File: src/rtl/fetch_stage_if.sv
// Fetch stage bus bundle: instruction-memory port, redirect input and decode-side FIFO head.
// Latency: none, wires only.
// Backpressure: decode stalls the head entry through i_inst_ready; memory answers with i_imem_ack pulses.
interface fetch_stage_if;
  logic        o_imem_req;
  logic [31:0] o_imem_addr;
  logic        i_imem_ack;
  logic [31:0] i_imem_rdata;
  logic        i_redirect;
  logic [31:0] i_redirect_pc;
  logic [31:0] o_inst;
  logic [31:0] o_inst_pc;
  logic        o_inst_valid;
  logic        i_inst_ready;

  // Fetch stage side.
  modport master (
    output o_imem_req, o_imem_addr, o_inst, o_inst_pc, o_inst_valid,
    input  i_imem_ack, i_imem_rdata, i_redirect, i_redirect_pc, i_inst_ready
  );

  // Memory / decode / branch-unit side.
  modport slave (
    input  o_imem_req, o_imem_addr, o_inst, o_inst_pc, o_inst_valid,
    output i_imem_ack, i_imem_rdata, i_redirect, i_redirect_pc, i_inst_ready
  );
endinterface

File: src/rtl/fetch_stage.sv
// Instruction fetch: one outstanding memory request feeding a 2-entry {pc, inst} FIFO toward decode.
// Latency: request at N, ack at N+1, entry valid at N+2; redirect restarts fetch the following cycle.
// Backpressure: a full FIFO (count + outstanding = 2) blocks issue; redirect flushes and drops the in-flight response.
module fetch_stage #(
  parameter logic [31:0] RESET_PC = 32'h0000_0000
) (
  input logic           i_clk,
  input logic           i_rst,
  fetch_stage_if.master bus
);

  typedef enum logic [1:0] {
    FETCH = 2'd0,
    WAIT  = 2'd1,
    DROP  = 2'd2
  } state_t;

  state_t      state_q, state_d;
  logic [31:0] fetch_pc_q, fetch_pc_d;
  logic [31:0] pending_pc_q, pending_pc_d;
  logic [1:0]  count_q, count_d;
  logic [31:0] head_pc_q, head_pc_d;
  logic [31:0] head_inst_q, head_inst_d;
  logic [31:0] tail_pc_q, tail_pc_d;
  logic [31:0] tail_inst_q, tail_inst_d;

  logic        issue;
  logic        push;
  logic        pop;
  logic [1:0]  base;

  // Issue only from FETCH (nothing outstanding) while the FIFO still has room
  // for the response; a redirect or reset in the same cycle suppresses it.
  assign issue = !i_rst && !bus.i_redirect && (state_q == FETCH) && (count_q < 2'd2);
  // Only a response to a live request is kept; a redirect discards it.
  assign push  = (state_q == WAIT) && bus.i_imem_ack && !bus.i_redirect;
  assign pop   = (count_q != 2'd0) && bus.i_inst_ready && !bus.i_redirect;

  // FIFO next state: pop shifts tail into head, push lands at the first free slot.
  always_comb begin
    head_pc_d   = head_pc_q;
    head_inst_d = head_inst_q;
    tail_pc_d   = tail_pc_q;
    tail_inst_d = tail_inst_q;
    count_d     = count_q;
    base        = count_q;
    if (bus.i_redirect) begin
      count_d = 2'd0;
    end else begin
      if (pop) begin
        head_pc_d   = tail_pc_q;
        head_inst_d = tail_inst_q;
        base        = count_q - 2'd1;
      end
      if (push) begin
        if (base == 2'd0) begin
          head_pc_d   = pending_pc_q;
          head_inst_d = bus.i_imem_rdata;
        end else begin
          tail_pc_d   = pending_pc_q;
          tail_inst_d = bus.i_imem_rdata;
        end
      end
      count_d = base + {1'b0, push};
    end
  end

  // Request FSM and fetch address: at most one request in flight; DROP waits
  // out a response that a redirect has made stale.
  always_comb begin
    state_d      = state_q;
    fetch_pc_d   = fetch_pc_q;
    pending_pc_d = pending_pc_q;
    case (state_q)
      FETCH: begin
        if (issue) begin
          state_d      = WAIT;
          pending_pc_d = fetch_pc_q;
          fetch_pc_d   = fetch_pc_q + 32'd4;
        end
      end
      WAIT: begin
        if (bus.i_redirect) begin
          state_d = bus.i_imem_ack ? FETCH : DROP;
        end else if (bus.i_imem_ack) begin
          state_d = FETCH;
        end
      end
      DROP: begin
        // The stale response is consumed here whether or not another redirect arrives.
        if (bus.i_imem_ack) begin
          state_d = FETCH;
        end
      end
      default: state_d = FETCH;
    endcase
    if (bus.i_redirect) begin
      fetch_pc_d = bus.i_redirect_pc & ~32'd3;
    end
  end

  // State registers with synchronous reset; reset overrides redirect.
  always_ff @(posedge i_clk) begin
    if (i_rst) begin
      state_q      <= FETCH;
      fetch_pc_q   <= RESET_PC;
      pending_pc_q <= 32'd0;
      count_q      <= 2'd0;
      head_pc_q    <= 32'd0;
      head_inst_q  <= 32'd0;
      tail_pc_q    <= 32'd0;
      tail_inst_q  <= 32'd0;
    end else begin
      state_q      <= state_d;
      fetch_pc_q   <= fetch_pc_d;
      pending_pc_q <= pending_pc_d;
      count_q      <= count_d;
      head_pc_q    <= head_pc_d;
      head_inst_q  <= head_inst_d;
      tail_pc_q    <= tail_pc_d;
      tail_inst_q  <= tail_inst_d;
    end
  end

  // The request is combinational so that redirect and reset can squash it in
  // the same cycle; everything toward decode comes straight from registers.
  assign bus.o_imem_req   = issue;
  assign bus.o_imem_addr  = fetch_pc_q;
  assign bus.o_inst       = head_inst_q;
  assign bus.o_inst_pc    = head_pc_q;
  assign bus.o_inst_valid = (count_q != 2'd0);

endmodule
File: src/flat_wrapper.sv
// flat-port wrapper written by rule: the top's interface ports become plain ports
module fetch_stage_flat 
#(
  parameter logic [31:0] RESET_PC = 32'h0000_0000
)
  (i_clk, i_rst, bus_o_imem_req, bus_o_imem_addr, bus_o_inst, bus_o_inst_pc, bus_o_inst_valid, bus_i_imem_ack, bus_i_imem_rdata, bus_i_redirect, bus_i_redirect_pc, bus_i_inst_ready);
  fetch_stage_if bus_i ();
  input logic i_clk;
  input logic i_rst;
  output wire logic [$bits(bus_i.o_imem_req)-1:0] bus_o_imem_req;
  output wire logic [$bits(bus_i.o_imem_addr)-1:0] bus_o_imem_addr;
  output wire logic [$bits(bus_i.o_inst)-1:0] bus_o_inst;
  output wire logic [$bits(bus_i.o_inst_pc)-1:0] bus_o_inst_pc;
  output wire logic [$bits(bus_i.o_inst_valid)-1:0] bus_o_inst_valid;
  input wire logic [$bits(bus_i.i_imem_ack)-1:0] bus_i_imem_ack;
  input wire logic [$bits(bus_i.i_imem_rdata)-1:0] bus_i_imem_rdata;
  input wire logic [$bits(bus_i.i_redirect)-1:0] bus_i_redirect;
  input wire logic [$bits(bus_i.i_redirect_pc)-1:0] bus_i_redirect_pc;
  input wire logic [$bits(bus_i.i_inst_ready)-1:0] bus_i_inst_ready;
  assign bus_o_imem_req = bus_i.o_imem_req;
  assign bus_o_imem_addr = bus_i.o_imem_addr;
  assign bus_o_inst = bus_i.o_inst;
  assign bus_o_inst_pc = bus_i.o_inst_pc;
  assign bus_o_inst_valid = bus_i.o_inst_valid;
  assign bus_i.i_imem_ack = bus_i_imem_ack;
  assign bus_i.i_imem_rdata = bus_i_imem_rdata;
  assign bus_i.i_redirect = bus_i_redirect;
  assign bus_i.i_redirect_pc = bus_i_redirect_pc;
  assign bus_i.i_inst_ready = bus_i_inst_ready;
  fetch_stage #(.RESET_PC(RESET_PC)) u_core (.i_clk(i_clk), .i_rst(i_rst), .bus(bus_i));
endmodule
File: config.mk
export PLATFORM = sky130hd
export DESIGN_NAME = fetch_stage_flat
export DESIGN_NICKNAME = d
export VERILOG_FILES = /design/src/rtl/fetch_stage_if.sv /design/src/rtl/fetch_stage.sv /design/src/flat_wrapper.sv
export SDC_FILE = /design/constraint.sdc
export NUM_CORES = 1
export LEC_CHECK = 0
export BUFFER_PORTS_ARGS = -buffer_cell sky130_fd_sc_hd__buf_2
export CORE_UTILIZATION = 45
export DETAILED_ROUTE_END_ITERATION = 7
export PLACE_DENSITY_LB_ADDON = 0.1
export SYNTH_ARGS = -nofsm -noshare
export SYNTH_HDL_FRONTEND = slang
export SYNTH_SLANG_ARGS = --single-unit
File: constraint.sdc
create_clock -name i_clk -period 4.5 [get_ports i_clk]
set_input_delay 0.225 -clock i_clk [delete_from_list [all_inputs] [get_ports i_clk]]
set_output_delay 0.225 -clock i_clk [all_outputs]
set_load 0.1 [all_outputs]
==> flow_summary.json <==
{
  "run_status": "complete, no violations",
  "dr_total_vias": 7605,
  "ctsResizeCount": 0,
  "wl_per_cell_um": 17.4,
  "row_count": 48,
  "cts_hold_repair.buffers": 0,
  "synth_area_mm2": 0.00799,
  "worst_clock_skew_ns": 0.0101,
  "grt_first_pass_wirelength_mm": 36.3,
  "gp_congestion": 0.901,
  "max_freq_mhz": 318,
  "cpMaxStageDelayCell": "nand4bb_4",
  "crit_family": "simple AND/OR/NAND/NOR gates",
  "clk_path_buf_depth": 2,
  "wl_mm": 22.8,
  "peakVddDrop_uv": 263,
  "diodes": 0,
  "die_h_um": 135,
  "tightest_slew_ns": 0.960,
  "core_area_mm2": 0.0173,
  "p_per_area_mw_per_mm2": 410,
  "insertion_delay_ns": 0.43,
  "path_buf_inv": 2,
  "synth_top_area_share_pct": 47.6,
  "synth_edf_count": 0,
  "cap_violations": 0,
  "ys_seq_area_share_pct": 47.6,
  "slew_headroom_pct": 36.0,
  "synth.distinct_cells": 55,
  "start_kind": "flop",
  "path_max_fanout": 63,
  "worstPathCellList": "nand4bb_4, inv_2, buf_4, nand2_1, a211oi_1",
  "yosys-top-cells-count": "dfxtp_1 (190), nor3_1 (103), a21oi_1 (96)",
  "io_buffers": 162,
  "synth_ff_type": "dfxtp_1",
  "post-synth-top-count-cell": "dfxtp_1",
  "die_area_mm2": 0.0183,
  "path_class": "flop to flop",
  "yosys.area.top_type": "dfxtp_1",
  "slew_viol_final": 0,
  "min_path_type": "primary input to flop",
  "fin_nets": 1141,
  "design_area_mm2": 0.00944,
  "p_leak_nw": 3.43,
  "cts.sinks": 190,
  "hpwl_mm": 14.3,
  "tritoncts.num_buffers": 17,
  "setup_viol": 0,
  "crit_arrival_ns": 3.49,
  "setup_tns_ns": 0,
  "rsz0062_at_grt": "no",
  "grt_pass1_vias": 6905,
  "drt_iter0_markers": 611,
  "start_util_pct": 46.2,
  "post_cts_buffers": 0,
  "htree_levels": 4,
  "crit_path_max_incr_delay_ns": 0.76,
  "grt_use_total_pct": 25.1,
  "drc": 0,
  "yosysWarnings": 0,
  "synthArstFlopShare_pct": 0,
  "worstPathRequired_ns": 4.84,
  "first_pass_iters": 5,
  "worstSetupEndpointType": "flop",
  "avgSynthCellArea_um2": 8.25,
  "cts_tree": "yes",
  "finalHoldViolCount": 0,
  "grt_start_max_net_pins": 93,
  "grt_overflow": 0,
  "cts-root-buf": "clkbuf_16",
  "antenna_found_initial": 0,
  "synth_seq_cells": 190,
  "min_period_ns": 3.15,
  "postRouteAntennaNets": 0,
  "area_delta_synth_final_pct": 18.2,
  "dpl_cell_area_mm2": 0.00885,
  "die_width_um": 135,
  "viasPerCell": 5.82,
  "drive_gt1_share_pct": 20.1,
  "clkTransAtPathRegs_ns": 0.07,
  "syn_inst": 968,
  "fin_crit_sh_pct": 69.9,
  "ys_top_cells_by_area": "dfxtp_1 (48%), nor3_1 (6.5%), a21oi_1 (6.0%)",
  "io_pins": 167
}
where the power goes:
part / total, mW / switching [mW] / internal, mW
Combinational: 0.561 / 0.451 / 0.110
Clock: 1.52 / 0.666 / 0.855
Sequential: 1.79 / 0.0625 / 1.73
cell usage in the layout, fill, tap and decap left out, types with 4 or more instances in the layout:
| cell | netlist | final |
|---|---|---|
| and2_1 | 14 | 14 |
| xor2_1 | 6 | 6 |
| o311ai_0 | 4 | 4 |
| dfxtp_1 | 190 | 190 |
| buf_2 | 4 | 161 |
| buf_4 | 2 | 12 |
| a31oi_1 | 4 | 4 |
| a21oi_1 | 96 | 96 |
| nor4_1 | 5 | 5 |
| nand4_1 | 14 | 14 |
| o31ai_1 | 4 | 4 |
| clkbuf_16 | 0 | 17 |
| nor2_1 | 25 | 25 |
| o21ai_0 | 66 | 66 |
| o22ai_1 | 45 | 45 |
| a211oi_1 | 19 | 19 |
| clkinv_2 | 0 | 4 |
| inv_1 | 7 | 6 |
| nand2_1 | 94 | 94 |
| mux2i_1 | 12 | 11 |
| or3_1 | 6 | 6 |
| xnor2_1 | 6 | 6 |
| and4_1 | 7 | 7 |
| nor3_1 | 103 | 103 |
| a311oi_1 | 7 | 7 |
| a221o_1 | 7 | 7 |
| o211ai_1 | 5 | 5 |
| nand3_1 | 79 | 79 |
| or4_1 | 12 | 12 |
stage by stage:
step | utilization, % | setup WS (ns) | cells | hold slack (ns) | total power, mW
floorplan | - | 1.77 | 969 | 0.303 | 2.26
CTS | 54.6 | 1.36 | 1307 | 0.0122 | 3.90
finish | 54.6 | 1.35 | 1307 | 0.0287 | 3.87
global route | 54.6 | 1.08 | 1307 | 0.0224 | 4.00
global placement | 51.2 | 1.33 | 1275 | 0.437 | 2.39
detailed placement | 51.2 | 1.26 | 1275 | 0.440 | 2.39
layout make-up:
class                   instances  area (um^2)
fillers                      1667         7850
multi-input cells             678         3830
clock inverters                12          135
inverters                       8         30.0
repair buffers                174          907
clock buffers                  20          457
well taps                     225          282
flip-flops and latches        190         3800
layer usage:
layer	wire length [um]	GRT usage, %	share of wire [%]	vias to the layer above
met1	10400	33.4	46	3567
met3	1460	5.61	6.4	29
li1	-	-	-	3765
met4	354	8.86	1.6	0
met2	10500	40.0	46	244
met5	0	0	0	-
worst paths after layout:
check	startpoint	end	slack [ns]	depth (start not counted)
setup / recovery	u_core.state_q[0]	u_core.bus.o_inst[12]	1.35	5
hold / removal	bus_i_imem_ack	u_core.state_q[1]	0.03	2
hold reg to reg	u_core.bus.o_inst_pc[1]	u_core.bus.o_inst_pc[1]	0.46	1
setup reg to reg	u_core.state_q[0]	u_core.bus.o_inst[12]	1.35	5
cell families after synthesis:
family                   share of synthesized area (%)
AND/OR/NAND/NOR                                   23.7
AO/OA/AOI/OAI                                     20.2
flip-flops                                        47.6
buffers and inverters                             5.09
multiplexers                                      1.64
XOR/XNOR                                          1.32
adder cells (fa/ha/maj)                          0.470
other                                           0.0469
sequential cells by signal (all words and copies together) (netlist names):
| name | flops |
|---|---|
| u_core.bus.o_inst | 32 |
| u_core.bus.o_inst_pc | 32 |
| u_core.tail_inst_q | 32 |
| u_core.bus.o_imem_addr | 30 |
| u_core.pending_pc_q | 30 |
| u_core.tail_pc_q | 30 |
| u_core.count_q | 2 |
| u_core.state_q | 2 |
Note: power is estimated with default switching activity, not from simulation.
